$ cat config.mk
export PLATFORM = sky130hd
export DESIGN_NAME = iterative_divider
export DESIGN_NICKNAME = d
export VERILOG_FILES = /design/src/rtl/iterative_divider.sv
export SDC_FILE = /design/constraint.sdc
export NUM_CORES = 1
export LEC_CHECK = 0
export ABC_AREA = 1
export CORE_MARGIN = 2
export CORE_UTILIZATION = 56
export DETAILED_ROUTE_END_ITERATION = 8
export PLACE_DENSITY = 0.8
export SYNTH_ARGS = -nofsm -noshare
export SYNTH_HDL_FRONTEND = slang
export SYNTH_SLANG_ARGS = --single-unit
$ cat constraint.sdc
create_clock -name clock -period 2.5 [get_ports clock]
set_input_delay 0.375 -clock clock [delete_from_list [all_inputs] [get_ports clock]]
set_output_delay 0.375 -clock clock [all_outputs]
set_load 0.005 [all_outputs]
$ cat src/rtl/iterative_divider.sv
// iterative_divider: 32-bit restoring divider, one quotient bit per cycle; DIV_SIGNED_EN selects signed operands
module iterative_divider #(
   parameter int WIDTH = 32,
   parameter int CNT_W = 6
) (
   input  logic             clock,
   input  logic             reset,
   input  logic             ctrl_DIV,
   input  logic [WIDTH-1:0] data_operandA,
   input  logic [WIDTH-1:0] data_operandB,
   output logic [WIDTH-1:0] data_result,
   output logic [WIDTH-1:0] data_remainder,
   output logic             data_exception,
   output logic             data_resultRDY,
   output logic             busy
);
   typedef enum logic [1:0] {IDLE, RUN, DONE} state_t;
   state_t state_q, state_d;
   logic [CNT_W-1:0] cnt_q, cnt_d;
   logic [WIDTH:0] rem_q, rem_d, shift_rem, trial, rem_nx;
   logic [WIDTH-1:0] quot_q, quot_d, div_q, div_d, res_q, res_d, remo_q, remo_d;
   logic [WIDTH-1:0] mag_a, mag_b, q_nx, q_fix, r_fix;
   logic exc_q, exc_d, last, ge, b_zero;
`ifdef DIV_SIGNED_EN
   logic neg_q, neg_d, sa_q, sa_d;
`endif
   // operand magnitudes, trial subtraction and final sign fix-up
   always_comb begin
`ifdef DIV_SIGNED_EN
      mag_a = data_operandA[WIDTH-1] ? -data_operandA : data_operandA;
      mag_b = data_operandB[WIDTH-1] ? -data_operandB : data_operandB;
`else
      mag_a = data_operandA;
      mag_b = data_operandB;
`endif
      b_zero    = data_operandB == '0;
      last      = cnt_q == CNT_W'(WIDTH - 1);
      shift_rem = {rem_q[WIDTH-1:0], quot_q[WIDTH-1]};
      ge        = rem_q[WIDTH] | (shift_rem >= {1'b0, div_q});
      trial     = shift_rem - {1'b0, div_q};
      rem_nx    = ge ? trial : shift_rem;
      q_nx      = {quot_q[WIDTH-2:0], ge};
`ifdef DIV_SIGNED_EN
      q_fix = neg_q ? -q_nx : q_nx;
      r_fix = sa_q ? -rem_nx[WIDTH-1:0] : rem_nx[WIDTH-1:0];
`else
      q_fix = q_nx;
      r_fix = rem_nx[WIDTH-1:0];
`endif
   end
   // next state: a start always restarts, even mid-operation
   always_comb begin
      state_d = state_q;
      if (ctrl_DIV)
         state_d = b_zero ? DONE : RUN;
      else if (state_q == RUN && last)
         state_d = DONE;
      else if (state_q == DONE)
         state_d = IDLE;
   end
   // datapath next values: latch on start, iterate in RUN, publish results on entry to DONE
   always_comb begin
      cnt_d  = cnt_q;
      rem_d  = rem_q;
      quot_d = quot_q;
      div_d  = div_q;
      res_d  = res_q;
      remo_d = remo_q;
      exc_d  = exc_q;
`ifdef DIV_SIGNED_EN
      neg_d = neg_q;
      sa_d  = sa_q;
`endif
      if (ctrl_DIV) begin
         cnt_d  = '0;
         rem_d  = '0;
         quot_d = mag_a;
         div_d  = mag_b;
`ifdef DIV_SIGNED_EN
         neg_d = data_operandA[WIDTH-1] ^ data_operandB[WIDTH-1];
         sa_d  = data_operandA[WIDTH-1];
`endif
         if (b_zero) begin
            res_d  = '0;
            remo_d = data_operandA;
            exc_d  = 1'b1;
         end
      end else if (state_q == RUN) begin
         cnt_d  = cnt_q + 1'b1;
         rem_d  = rem_nx;
         quot_d = q_nx;
         if (last) begin
            res_d  = q_fix;
            remo_d = r_fix;
            exc_d  = 1'b0;
         end
      end
   end
   // state register
   always_ff @(posedge clock) begin
      if (reset)
         state_q <= IDLE;
      else
         state_q <= state_d;
   end
   // datapath registers
   always_ff @(posedge clock) begin
      if (reset) begin
         cnt_q  <= '0;
         rem_q  <= '0;
         quot_q <= '0;
         div_q  <= '0;
         res_q  <= '0;
         remo_q <= '0;
         exc_q  <= 1'b0;
`ifdef DIV_SIGNED_EN
         neg_q <= 1'b0;
         sa_q  <= 1'b0;
`endif
      end else begin
         cnt_q  <= cnt_d;
         rem_q  <= rem_d;
         quot_q <= quot_d;
         div_q  <= div_d;
         res_q  <= res_d;
         remo_q <= remo_d;
         exc_q  <= exc_d;
`ifdef DIV_SIGNED_EN
         neg_q <= neg_d;
         sa_q  <= sa_d;
`endif
      end
   end
   // outputs decoded from state and held result registers
   always_comb begin
      data_resultRDY = state_q == DONE;
      busy           = state_q != IDLE;
      data_result    = res_q;
      data_remainder = remo_q;
      data_exception = exc_q;
   end
endmodule

==> results of run 1 <==
-- cell usage in the layout, fill, tap and decap left out, drive strengths merged, types with 7 or more instances in the layout --
cell	n
ha	33
dfxtp	170
a31oi	33
buf	39
nor3	11
inv	274
nor2	106
nand3	119
o21ai	114
clkbuf	17
nand2	464
nand4	11
and2	7
xor2	8
xnor2	9
clkinv	8
clkdlybuf4s50	132
a21oi	140
-- where the power goes --
| part | internal, W | switching, W | total (W) |
|---|---|---|---|
| logic | 0.000665 | 0.00120 | 0.00187 |
| clock network | 0.00139 | 0.00138 | 0.00277 |
| registers | 0.00280 | 0.0000733 | 0.00287 |
-- cells in the mapped netlist (all sizes together) --
cell    instances  area (µm²)
clkbuf         46         173
nor4            4        25.0
nor3           11        71.3
fa              1        20.0
inv           267        1000
and2            7        43.8
o21ai         114         571
a211oi          2        15.0
a31oi          33         206
or2             1        6.26
clkinv          1        3.75
xor2            8        70.1
nand3b          5        37.5
o21a            1        7.51
nand3         119         601
nand2         464        1760
a21o            5        37.5
dfxtp         170        3400
ha             33         413
xnor2           9        78.8
a21oi         140         719
nand4          11        68.8
buf            30         171
nor2          106         425
and3            1        6.26
-- area by class of cell --
class / count / area (µm²)
Multi-Input combinational cell: 1075 / 5290
Tap cell: 225 / 282
Clock inverter: 15 / 203
Fill cell: 1478 / 4980
Timing Repair Buffer: 171 / 1710
Sequential cell: 170 / 3400
Inverter: 268 / 1010
Clock buffer: 17 / 425
-- how the worst max path moves through the flow --
stage	start	end	slack, ps	cells past startpoint
floorplan	quot_q[31]$_SDFFE_PP0P_	rem_q[28]$_SDFFE_PP0P_	520	17
global placement	data_operandB[25]	data_result[6]$_SDFFE_PP0P_	50	9
detailed placement	data_operandB[25]	data_result[4]$_SDFFE_PP0P_	-20	9
CTS	div_q[24]$_SDFFE_PP0P_	data_remainder[8]$_SDFFE_PP0P_	30	14
global route	quot_q[31]$_SDFFE_PP0P_	rem_q[28]$_SDFFE_PP0P_	-6	17
finish	quot_q[31]$_SDFFE_PP0P_	rem_q[24]$_SDFFE_PP0P_	150	15
-- state kept, by name, summed over array words and instances, names as in the netlist --
signal,cells
rem_q,33
quot_q,32
data_exception,1
cnt_q,6
state_q,2
div_q,32
data_remainder,32
data_result,32
-- per-stage QoR --
stage | hold WS [ps] | setup slack [ps]
2_1_floorplan | 437 | 522
3_3_place_gp | 456 | 52.7
3_5_place_dp | 462 | -24.2
4_1_cts | 395 | 32.7
5_1_grt | 434 | -6.19
6_report | 413 | 146
-- layer usage --
layer,up-vias,wire [µm],GRT usage
met5,-,0,0
met4,0,1070,0.129
met3,78,2930,0.0567
met2,479,14200,0.526
met1,4848,13500,0.470
li1,5253,-,-
-- logic make-up (layout without fill, tap and decap cells) --
group | after synthesis | count (layout) | synth area share
adder cells (fa/ha/maj) | 34 | 34 | 0.0435
flip-flops | 170 | 170 | 0.342
AO/OA/AOI/OAI | 295 | 295 | 0.157
AND/OR/NAND/NOR | 729 | 729 | 0.307
XOR/XNOR | 17 | 17 | 0.0150
buffers and inverters | 344 | 471 | 0.136
-- worst max-delay path: stages (launching register included) --
cell,delay (ps)
dfxtp_1,350
inv_1,80
ha_1,240
fa_1,420
inv_2,110
nand3_1,90
nand3_2,130
nand2_1,80
nand2_1,130
nand3_1,110
nand4_1,90
nand2_1,60
nand2_1,80
nand2_1,70
o21ai_0,150
inv_1,60
-- what timing repair did --
action / CTS / global route
buffers inserted: 0 / 1
resized for setup: 0 / 20
hold endpoints to repair: 0 / 0
setup endpoints to repair: 0 / 67
==> results.toml, run 1 <==
[routing]
wl_per_cell_um = 16.3
dr_total_vias = 10700
post-route-drc-count = 0
routed_wl_um = 31700
via_per_inst = 5.49
ant_nets = 0
firstDrtPassIters = 7
drt_iter0_drc = 984

[clock_network]
cts_sinks = 170
ctsHoldBuffers = 0
clk_latency_ps = 440
htreeDepth = 4
cts_tree = "built"
cts-root-buf = "clkbuf_16"
path_clk_slew_ps = 80
numCtsBuffers = 17
clk_path_buf_depth = 2

[global_routing]
grt_pass1_wl_um = 49000
antenna_found_initial = 0
grt_overflow_total = 0
grt_pass1_vias = 9652
grt_max_degree = 101
grtUsageTotal = 0.338

[place]
dp.cells = 1908
numPortBuffers = 133
hpwl_um = 23300
globalplace.congestion = 0.947
dpl_cell_area_mm2 = 0.0116

[setup_path]
reg2regPathDepth = 15
reg2reg_from = "quot_q[31]$_SDFFE_PP0P_"
critPathArrivalTime_ps = 2690
r2r_slack_ps = 150
r2r_end = "rem_q[24]$_SDFFE_PP0P_"
cp-start-kind = "flip-flop"
path_class = "flip-flop to flip-flop"
critPathRequiredTime_ps = 2840
cp-end-kind = "flip-flop"
critPathMaxFanout = 4

[floorplanning]
die_width_um = 137
coreArea_mm2 = 0.0173
die_h_um = 137
ios = 134
dieArea_mm2 = 0.0188
rows = 48
start_util = 0.575

[layout]
area_delta_synth_final_pct = 23.9
fin_util = 0.712
final_cells = 1941
layout.nets = 1804
diodes = 0
stdcell_area_mm2 = 0.0123
layout-drive-gt1-share = 0.0659

[min_path]
min_path_type = "input pin to flip-flop"
hold_depth = 4
hold_start = "ctrl_DIV"
hold_end = "quot_q[28]$_SDFFE_PP0P_"

[timing]
slew_violations = 0
fmax_ghz = 0.425
tns_ps = 0
timing.final.crit_share = 0.942
setup_viol = 0
relSlewSlack = 0.535
period_minus_slack_ps = 2350
fin_skew_ps = 12.8
tightest_slew_ps = 697
hold_viol = 0

[yosys]
netlist_instances = 1589
yosysUniqueCellTypes = 38
syn-cell-area_mm2 = 0.00994
postSynthAreaPerCell_um2 = 6.26
synth_seq_cells = 170
yosysSeqAreaShare = 0.342
syn-num-nets = 1690
ys_warn_count = 0

[outcome]
status = "complete, no violations"

[power_and_ir_drop]
finalPower_w = 0.00751
power_density_mw_per_mm2 = 610
ir_drop_uv = 572
p_leak_nw = 6.09

[job]
cap_violations = 0
No activity file was read; power rests on OpenSTA's default activity.
==> run 2, diff against run 1 <==
--- a/config.mk
+++ b/config.mk
@@ -10,6 +10,7 @@
 export CORE_UTILIZATION = 56
 export DETAILED_ROUTE_END_ITERATION = 8
 export PLACE_DENSITY = 0.8
+export SKIP_LAST_GASP = 1
 export SYNTH_ARGS = -nofsm -noshare
 export SYNTH_HDL_FRONTEND = slang
 export SYNTH_SLANG_ARGS = --single-unit
==> constraint.sdc (replaced) <==
create_clock -name clock -period 2.5 [get_ports clock]
set_input_delay 0.375 -clock clock [delete_from_list [all_inputs] [get_ports clock]]
set_output_delay 0.375 -clock clock [all_outputs]
set_load 0.05 [all_outputs]
==> results of run 2 <==
Same layout as run 1 (identical final DEF). Status: complete, no violations.
Main changes from that run: total power 0.00751 W -> 0.00752 W
